==> src/rtl/my_fft_sram_pkg.sv <==
// Shared defaults and sizing helper for the my_fft_sram elastic buffer.
package my_fft_sram_pkg;
  localparam int DEF_WIDTH = 8;
  localparam int DEF_DEPTH = 8;

  function automatic int ptr_w(input int depth);
    return $clog2(depth);
  endfunction
endpackage

==> src/rtl/my_fft_sram_mem.sv <==
// Simple dual-port storage array: synchronous write, asynchronous read.
module my_fft_sram_mem
  import my_fft_sram_pkg::*;
#(
  parameter int WIDTH = DEF_WIDTH,
  parameter int DEPTH = DEF_DEPTH,
  parameter int AW    = ptr_w(DEPTH)
) (
  input  logic             clk,
  input  logic             i_we,
  input  logic [AW-1:0]    i_waddr,
  input  logic [WIDTH-1:0] i_wdata,
  input  logic [AW-1:0]    i_raddr,
  output logic [WIDTH-1:0] o_rdata
);
  logic [WIDTH-1:0] r_mem [DEPTH];

  always_ff @(posedge clk) begin
    if (i_we) r_mem[i_waddr] <= i_wdata;
  end

  assign o_rdata = r_mem[i_raddr];
endmodule

==> src/rtl/my_fft_sram.sv <==
// Show-ahead synchronous FIFO with sticky overflow flag, used as the elastic
// buffer in front of the FFT datapath.
module my_fft_sram
  import my_fft_sram_pkg::*;
#(
  parameter int WIDTH = DEF_WIDTH,
  parameter int DEPTH = DEF_DEPTH
) (
  input  logic             clk,
  input  logic             clrn,
  input  logic             read,
  input  logic             write,
  input  logic [WIDTH-1:0] data_in,
  output logic [WIDTH-1:0] data_out,
  output logic             ready,
  output logic             overflow
);
  localparam int PW = ptr_w(DEPTH);
  localparam logic [PW:0]   CNT_FULL = (PW+1)'(DEPTH);
  localparam logic [PW:0]   CNT_ONE  = (PW+1)'(1);
  localparam logic [PW-1:0] PTR_ONE  = PW'(1);

  logic [PW-1:0]    r_wp;
  logic [PW-1:0]    r_rp;
  logic [PW:0]      r_count;
  logic             r_overflow;
  logic             w_empty;
  logic             w_full;
  logic             w_pop;
  logic             w_push;
  logic             w_drop;
  logic [WIDTH-1:0] w_rdata;

  assign w_empty = (r_count == '0);
  assign w_full  = (r_count == CNT_FULL);
  assign w_pop   = read & ~w_empty;
  // A pop in the same cycle frees the slot, so a full FIFO still accepts the push.
  assign w_push  = write & (~w_full | w_pop);
  assign w_drop  = write & ~w_push;

  my_fft_sram_mem #(
    .WIDTH (WIDTH),
    .DEPTH (DEPTH),
    .AW    (PW)
  ) u_mem (
    .clk     (clk),
    .i_we    (w_push & ~clrn),
    .i_waddr (r_wp),
    .i_wdata (data_in),
    .i_raddr (r_rp),
    .o_rdata (w_rdata)
  );

  always_ff @(posedge clk) begin
    if (clrn) begin
      r_wp       <= '0;
      r_rp       <= '0;
      r_count    <= '0;
      r_overflow <= 1'b0;
    end else begin
      if (w_push) r_wp <= r_wp + PTR_ONE;
      if (w_pop)  r_rp <= r_rp + PTR_ONE;
      unique case ({w_push, w_pop})
        2'b10:   r_count <= r_count + CNT_ONE;
        2'b01:   r_count <= r_count - CNT_ONE;
        default: r_count <= r_count;
      endcase
      if (w_drop) r_overflow <= 1'b1;
    end
  end

  assign ready    = ~w_empty;
  assign data_out = w_empty ? '0 : w_rdata;
  assign overflow = r_overflow;
endmodule

==> config.mk <==
export PLATFORM = sky130hd
export DESIGN_NAME = my_fft_sram
export DESIGN_NICKNAME = d
export VERILOG_FILES = /design/src/rtl/my_fft_sram_pkg.sv /design/src/rtl/my_fft_sram_mem.sv /design/src/rtl/my_fft_sram.sv
export SDC_FILE = /design/constraint.sdc
export NUM_CORES = 1
export LEC_CHECK = 0
export ABC_CLOCK_PERIOD_IN_PS = 2650
export CORE_UTILIZATION = 45
export DETAILED_ROUTE_END_ITERATION = 8
export PLACE_DENSITY = 0.62
export SLEW_MARGIN = 20
export SYNTH_ARGS = -nofsm -noshare
export SYNTH_HDL_FRONTEND = slang
export SYNTH_SLANG_ARGS = --single-unit
==> constraint.sdc <==
create_clock -name clk -period 2.65 [get_ports clk]
set_clock_uncertainty 0.05 [all_clocks]
set_input_delay 0.6625 -clock clk [delete_from_list [all_inputs] [get_ports clk]]
set_output_delay 0.6625 -clock clk [all_outputs]
set_load 0.02 [all_outputs]
== Word-level counts from Yosys, hierarchy flattened ==
Memories as Yosys holds them, arrays and structs flattened. A register that Yosys moved wholly into a read port is not among the register bits.
Index checks and enable logic that the tools add are counted.

* Register bits: 11
* RAM bits: 64
* Input port bits: 12
* Output and inout bits: 10
* Logic and storage cells: 29
* Memories: 1

* Add/sub/neg operators: 4
* Eq/ne operators: 3
* Muxes and demuxes: 6
* Bitwise logic cells: 9
* Reductions and logical operators: 2

{| class="wikitable"
|+ Memory list
! memory !! depth !! bits a word !! read ports !! clocked after Yosys merged registers in !! wr ports !! RTL line !! text
|-
| u_mem.r_mem || 8 || 8 || 1 || 1 || 1 || my_fft_sram_mem.sv:16 || <nowiki>logic [WIDTH-1:0] r_mem [DEPTH];</nowiki>
|}

{| class="wikitable"
|+ Operators by type and width
! kind !! number
|-
| $mux 8 || 1
|-
| $pmux 4 s2 || 1
|-
| $add 3x1->3 const B || 2
|-
| $mux 3 || 2
|-
| $add 4x1->4 const B || 1
|-
| $and 1x1->1 || 4
|-
| $eq 4x4->1 const B || 1
|-
| $logic_not 4->1 || 1
|-
| $not 1->1 || 4
|-
| $sub 4x1->4 const B || 1
|-
| $eq 2x1->1 const B || 1
|-
| $eq 2x2->1 const B || 1
|-
| $mux 1 || 2
|-
| $reduce_bool 2->1 || 1
|-
| $or 1x1->1 || 1
|}

== Longest topological paths before layout ==
Gate-level depths: netlist of the first run.

* Depth in word-level cells: 8
* Mapped depth: 10
* Depth with buffers taken out: 10

== Hierarchy ==
Synthesis of the first run repeated with hierarchy kept, for this count alone.

* Cells, all modules: 187
* Area, all modules: 3,240.6 um^2

{| class="wikitable"
|+ Modules (own cells, without submodules)
! module !! times used !! cells each !! area each (um^2) !! sequential area each (um^2)
|-
| my_fft_sram_mem || 1 || 106 || 2,531.2 || 1,921.8
|-
| my_fft_sram || 1 || 81 || 709.4 || 220.2
|}

== Worst setup path before layout of the first run ==
Ideal clock, no wire load.

* Path kind: input-to-reg
* Start: in write
* End: mem u_mem.r_mem[0][0] (netlist bit) (enable)
* Setup time: 398 ps
* Data arrival time: 1,893 ps
* Data required time: 2,202 ps
* Slack: 309 ps
* Cell stages on the path: 3
* Buffers on the path: 1
* Cells stage by stage: buf_2 o21ai_4 nor4b_1

* Cells in the longest elaborated chain, start to end: 4

{| class="wikitable"
|+ RTL lines
! item !! RTL line !! text
|-
| from (decl) || my_fft_sram.sv:12 || <nowiki>input logic write,</nowiki>
|-
| $and 1x1->1 || my_fft_sram.sv:38 || <nowiki>assign w_push = write & (~w_full | w_pop);</nowiki>
|-
| $and 1x1->1 || my_fft_sram.sv:47 || <nowiki>.i_we (w_push & ~clrn),</nowiki>
|-
| $mux 1 || my_fft_sram_mem.sv:19 || <nowiki>if (i_we) r_mem[i_waddr] <= i_wdata;</nowiki>
|-
| $mux 1 (implied by the code) || my_fft_sram_mem.sv:19 ||
|-
| to (decl) || my_fft_sram_mem.sv:16 ||
|}

No other way between the ends.

==> out/metrics.cfg, run 1 <==
[outcome]
run_status = complete, no violations

[layout]
final.fill_count = 536
layout.nets = 248
antenna_cells_inserted = 0
drive_gt1_frac = 0.292
layout_cells_excl_fill = 332
multi_input_comb_area_um2 = 987
synthToLayoutAreaGrowth_pct = 20.6
register_area_mm2 = 0.00221

[yosys]
synthArstFlopShare = 0
syn-mean-instance-area_um2 = 16.9
synth.most_common_cell = edfxtp_1
synth-xor-area-share = 0.0190
synthDistinctLibCells = 37
syn_nets = 208
syn-instance-count = 191
post_synth_fa_ha_maj_area_fraction = 0.0217
yosys_most_used_dff = edfxtp_1
synth-simple-area-share = 0.0769
yosysWarnings = 0
ys_seq_elements = 78
synth_top_family_by_area = multiplexers
synth.top_cells.by_count = 64 x edfxtp_1, 24 x nor2_1, 16 x mux4_2, 14 x dfxtp_1, 10 x mux2i_1
compound_cell_area_share_of_the_yosys_netlist = 0.0353
synth.yosys.seq_area_share = 0.683
synth_enable_flop_cells = 64
synth_top_cell_by_area = edfxtp_1
netlist_top_cells_area = edfxtp_1 60%, mux4_2 11%, dfxtp_1 8.7%
synthDominantCellAreaShare = 0.596
post_synth_mux_area_share = 0.143
synth_area_mm2 = 0.00322

[setup_path]
worstSetupPathDepth = 5
cp_slowest_stage_delay_ns = 0.52
r2r_cells = 10
cp_top_family = multiplexers
worst-path-buf-inv = 2
cp_cell_sequence = clkbuf_16, mux4_2, mux2i_1, nor2_1, clkdlybuf4s15_2
nature_of_the_critical_path_startpoint = flip-flop
critical_path_arrival_ns = 1.86
worst_reg_to_reg_setup_slack_ns = 0.13
critPathCaptureType = output pin
required_ns = 1.94
cp-endpoint = data_out[7]
worstPathMaxFanout = 8
regToRegStartpoint = r_count[2]
timing.setup.critical_path_class = reg2out
worstReg2RegEnd = r_count[3]
slowest_stage = mux4_2

[global_route]
grt_pass1_wl_um = 9630
grt_overflow = 0
grt_usage = 0.181
initial_antenna_violation_count = 0
grt_start_max_net_pins = 17
first_global_vias = 1866

[power]
power-per-cell-area_mw_per_mm2 = 954
ir_worst_vdd_mv = 0.482
cellLeakagePower_uw = 0.00129

[timing]
fin_tns_setup_ns = 0
max-slew-margin-rel = 0.503
layout_worst_path_cycle_share = 0.972
setup_violations = 0
worst_margin_slew_ns = 0.743
drv_slew = 0
final.min_clock_period_ns = 2.57
worst_hold_slack_ns = 0.447
endpoints_failing_hold = 0
clock.fmax_mhz = 388

[drt]
dr_total_vias = 1811
viasPerCell = 5.45
detail_route.iter0.violations = 113
routed_wl_um = 6280
firstDrtPassIters = 4
drt_drc_violations_left = 0
wl_per_cell_um = 18.9
ant_nets = 0

[floorplanning]
die_w_um = 86.6
core_area_mm2 = 0.00687
fp.dieArea_mm2 = 0.00750
std_cell_rows = 30
initial_utilization = 0.469
io_count = 22
dieHeight_um = 86.6

[clock_tree]
clock_sinks = 78
cts.htree.levels = 3
clock_tree_from_tritoncts = yes
clk_latency_ns = 0.34
cts_made_buffers = 9
ctsRootBufferMaster = clkbuf_8
cts.clk_slew.worst_paths_ns = 0.08
cts-root-to-sink-buffers = 2

[worst_hold_path]
worst_hold_path_type = reg2reg
hold_path_depth = 2
hp-start = overflow

[placement]
buffer_ports.inserted = 21
place.gp.congestion = 0.832
placed_cells_incl_taps = 315
dp_hpwl_um = 4200

[run]
max_cap_violations = 0

cells by family after synthesis:
group                      after synthesis
AOI/OAI and AO/OA                       13
xor gates and xnor gates                 7
adders and majority gates                5
buffers and inverters                   14
DFF                                     78
muxes                                   26
and+or+nand+nor                         48
flip-flops by register name (all words and copies together) (netlist names), named ones only:
name,count
u_mem.r_mem,64
overflow,1
r_count,4
r_rp,3
r_wp,3
repair_timing:
item                                    in CTS  in global routing
endpoints found under the setup margin      10                  9
hold buffers                                 0                  0
setup buffers                                0                  0
cloned                                       0                  1
gates resized for setup                     22                 12
cells in the final DEF (no fill, tap or decap), types with 2 or more instances in the layout:
master and instances:
nor2_1 24, mux2i_1 10, nand3_1 4, xor2_1 4, mux4_2 16, clkinv_4 2, clkbuf_8 9, xnor2_1 3
buf_12 3, nand3b_1 2, buf_2 2, nand2_1 4, dfxtp_1 13, clkdlybuf4s50_1 12, nor3_1 4, clkbuf_2 5
edfxtp_1 64, clkinv_2 2, ha_1 3, inv_1 4, buf_4 13, a31oi_1 3, o211ai_1 2
layout make-up:
cell class | instances | share of cell area
Clock inverter | 7 | 0.0190
Sequential cell | 78 | 0.567
Tap cell | 96 | 0.0309
Timing Repair Buffer | 38 | 0.0921
Inverter | 5 | 0.00483
Clock buffer | 9 | 0.0319
Multi-Input combinational cell | 99 | 0.254
report_power, final:
group	internal, µW	switching, µW	leakage (µW)
clock	438	436	0.0000996
sequential	1410	98.7	0.000693
combinational	637	691	0.000502
total	2480	1230	0.00129
worst register-to-register path, stage by stage, from the launching register on:
cell and delay, ns:
dfxtp_1 0.39, or3_4 0.46, nor2_8 0.17, inv_2 0.09
nand3_1 0.16, inv_1 0.11, ha_4 0.30, nand3_2 0.13
a2111oi_2 0.36, a31oi_1 0.09, a31oi_1 0.13
stage by stage:
stage / total power [µW] / setup slack (ns) / utilization / instance area (µm²)
floorplan: 2370 / 0.309 / - / 3220
global placement: 2860 / 0.0249 / 0.534 / 3670
detailed placement: 2890 / -0.293 / 0.534 / 3670
CTS: 3710 / 0.00266 / 0.564 / 3870
global route: 3910 / -0.00641 / 0.566 / 3890
finish: 3710 / 0.0755 / 0.566 / 3890
layer usage:
| layer | share of wire | global-route usage | vias to the layer above | wire length (µm) |
|---|---|---|---|---|
| li1 | - | - | 822 | - |
| met3 | 0.029 | 0.0333 | 8 | 181 |
| met4 | 0.012 | 0.0848 | 0 | 75 |
| met2 | 0.54 | 0.322 | 39 | 3390 |
| met5 | 0 | 0 | - | 0 |
| met1 | 0.42 | 0.212 | 942 | 2640 |
worst min-delay path by stage:
stage                     end
finish               overflow
global route        flip-flop
CTS                 flip-flop
detailed placement   overflow
global placement     overflow
floorplan           flip-flop
Power figures use the tool's default switching activity.
==> inputs of run 2 (changes only) <==
Settings changed: RECOVER_POWER from default to 25.
==> run 2 against run 1 <==
Clock power barely moved; critical path depth did not move; routed wire length down 0.19%; setup slack barely moved; first-iteration DRC count is the same; die area unchanged; cell area stayed put; hold slack barely moved; critical endpoint unchanged.
==> out/metrics.cfg, run 2 (synthesis gave the netlist of run 1 again) <==
[outcome]
run_status = complete, no violations

[placement]
buffer_ports.inserted = 21  ; unchanged
place.gp.congestion = 0.832  ; unchanged
dp_slack_ns = -0.293  ; unchanged
dp_hpwl_um = 4200  ; unchanged
post_dp_cell_area_mm2 = 0.00367  ; unchanged

[timing]
max-slew-margin-rel = 0.503  ; unchanged
final.min_clock_period_ns = 2.57  ; -0.00000250 ns
setup_violations = 0  ; unchanged
layout_worst_path_cycle_share = 0.972  ; about the same
endpoints_failing_hold = 0  ; unchanged
drv_slew = 0  ; unchanged
layout_setup_ws_ns = 0.0755  ; +0.00000250 ns
clock.fmax_mhz = 388  ; about the same
worst_margin_slew_ns = 0.743  ; unchanged

[layout]
antenna_cells_inserted = 0  ; unchanged
number_of_flip_flops_under_the_largest_register_name = 64  ; unchanged
drive_gt1_frac = 0.292  ; unchanged
mostFrequentLayoutCell = edfxtp_1
largestRegisters = u_mem.r_mem: 64 flops, r_count: 4 flops
stdcell_area_mm2 = 0.00389  ; unchanged
synthToLayoutAreaGrowth_pct = 20.6  ; unchanged
layout.nets = 248  ; unchanged
mostFrequentLayoutCells = 64 x edfxtp_1, 24 x nor2_1, 16 x mux4_2
largest_register = u_mem.r_mem

[global_route]
grt_usage = 0.181  ; unchanged
initial_antenna_violation_count = 0  ; unchanged
first_global_vias = 1866  ; unchanged
grt_pass1_wl_um = 9630  ; unchanged
grt_start_max_net_pins = 17  ; unchanged
grt_overflow = 0  ; unchanged

[clock_tree]
clk_latency_ns = 0.34  ; about the same
cts_setup_buffers = 0  ; unchanged
cts.htree.levels = 3  ; unchanged
cts-root-to-sink-buffers = 2  ; unchanged
ctsRootBufferMaster = clkbuf_8
clock_sinks = 78  ; unchanged
cts.clk_slew.worst_paths_ns = 0.08  ; about the same
cts_made_buffers = 9  ; unchanged
cts_hold_buf = 0  ; unchanged
clock_tree_from_tritoncts = yes

[drt]
wl_per_cell_um = 18.9  ; -0.19%
firstDrtPassIters = 4  ; unchanged
ant_nets = 0  ; unchanged
dr_total_vias = 1811  ; unchanged
viasPerCell = 5.45  ; unchanged
detail_route.iter0.violations = 113  ; unchanged
drt_drc_violations_left = 0  ; unchanged
routed_wl_um = 6270  ; -0.19%

[power]
total_power_uw = 3710  ; about the same
power.share.clock = 0.236  ; about the same
seqPwrFrac = 0.406  ; about the same
ir_worst_vdd_mv = 0.482  ; about the same
power.internal_uw = 2480  ; about the same
power-per-cell-area_mw_per_mm2 = 954  ; about the same
netSwitchingPower_uw = 1230  ; about the same
cellLeakagePower_uw = 0.00130  ; +0.10%
switching_share = 0.331  ; about the same
combPwrFrac = 0.358  ; about the same

[floorplanning]
core_area_mm2 = 0.00687  ; unchanged
io_count = 22  ; unchanged
fp.dieArea_mm2 = 0.00750  ; unchanged
std_cell_rows = 30  ; unchanged
dieHeight_um = 86.6  ; unchanged
initial_utilization = 0.469  ; unchanged
die_w_um = 86.6  ; unchanged

[setup_path]
nature_of_the_critical_path_startpoint = flip-flop
r2r_cells = 10  ; unchanged
critical_path_arrival_ns = 1.86  ; about the same
required_ns = 1.94  ; about the same
cp_cell_sequence = clkbuf_16, mux4_2, mux2i_1, nor2_1, clkdlybuf4s15_2
worstReg2RegEnd = r_count[3]
regToRegStartpoint = r_count[2]
slowest_stage = mux4_2
timing.setup.critical_path_class = reg2out
critPathCaptureType = output pin
worstPathMaxFanout = 8  ; unchanged
cp_slowest_stage_delay_ns = 0.52  ; about the same
cp-endpoint = data_out[7]
worst_reg_to_reg_setup_slack_ns = 0.13  ; about the same

[run]
max_cap_violations = 0  ; unchanged

[worst_hold_path]
worst_hold_path_type = reg2reg

[run 2: cell types whose count changed in the layout (fill, tap and decap cells not counted)]
cell | previous run | this run
clkdlybuf4s50_1 | 12 | 7
dlygate4sd3_1 | 0 | 5
[run 2: layout make-up]
type,count,area [µm²]
sequential,78,2210
clock buffer,9,124
multi-input combinational,99,987
fill,536,2980
inverter,5,18.8
clock inverter,7,73.8
tap,96,120
timing repair buffer,38,358
[run 2: worst min path at each step]
stage	startpoint	endpoint	slack [ns]	cells after the start
final	overflow	overflow	0.45	2
after global routing	r_rp[1]	flip-flop	0.47	2
after CTS	r_rp[1]	flip-flop	0.45	2
after detailed placement	overflow	overflow	0.43	2
after global placement	overflow	overflow	0.42	2
after floorplan	r_rp[1]	flip-flop	0.40	2
[run 2: layer usage]
metal,track usage,vias up,share of wire,routed length [µm]
met5,0,-,0,0
met4,0.0848,0,0.012,75
met3,0.0333,8,0.034,216
met2,0.322,42,0.54,3380
met1,0.212,939,0.41,2600
li1,-,822,-,-
[run 2: power by group through the flow]
stage                     combinational (µW)  clock (µW)  sequential [µW]
final                                   1330         873             1510
after global placement                  1360           0             1510
after global routing                    1450         947             1520
after detailed placement                1380           0             1510
after CTS                               1330         891             1490
after floorplan                          890           0             1480
[run 2: critical path: cells and delay by family (launching register included)]
family | cells | cell delay [ns]
and+or+nand+nor | 1 | 0.05
DFF | 1 | 0.39
muxes | 2 | 0.66
buffers and inverters | 2 | 0.43
[run 2: through the flow]
| stage | setup TNS (ns) | cells | hold WS (ns) | utilization |
|---|---|---|---|---|
| 4_1_cts | 0 | 331 | 0.446 | 0.564 |
| 3_3_place_gp | 0 | 315 | 0.415 | 0.534 |
| 2_1_floorplan | 0 | 191 | 0.404 | - |
| 6_report | 0 | 332 | 0.447 | 0.566 |
| 3_5_place_dp | -0.293 | 315 | 0.434 | 0.534 |
| 5_1_grt | -0.00876 | 332 | 0.470 | 0.566 |
[run 2: timing repair]
action,in CTS,in global routing
cloned,0,1
pin swaps,0,0
resized for setup,22,12
setup endpoints to repair,10,9
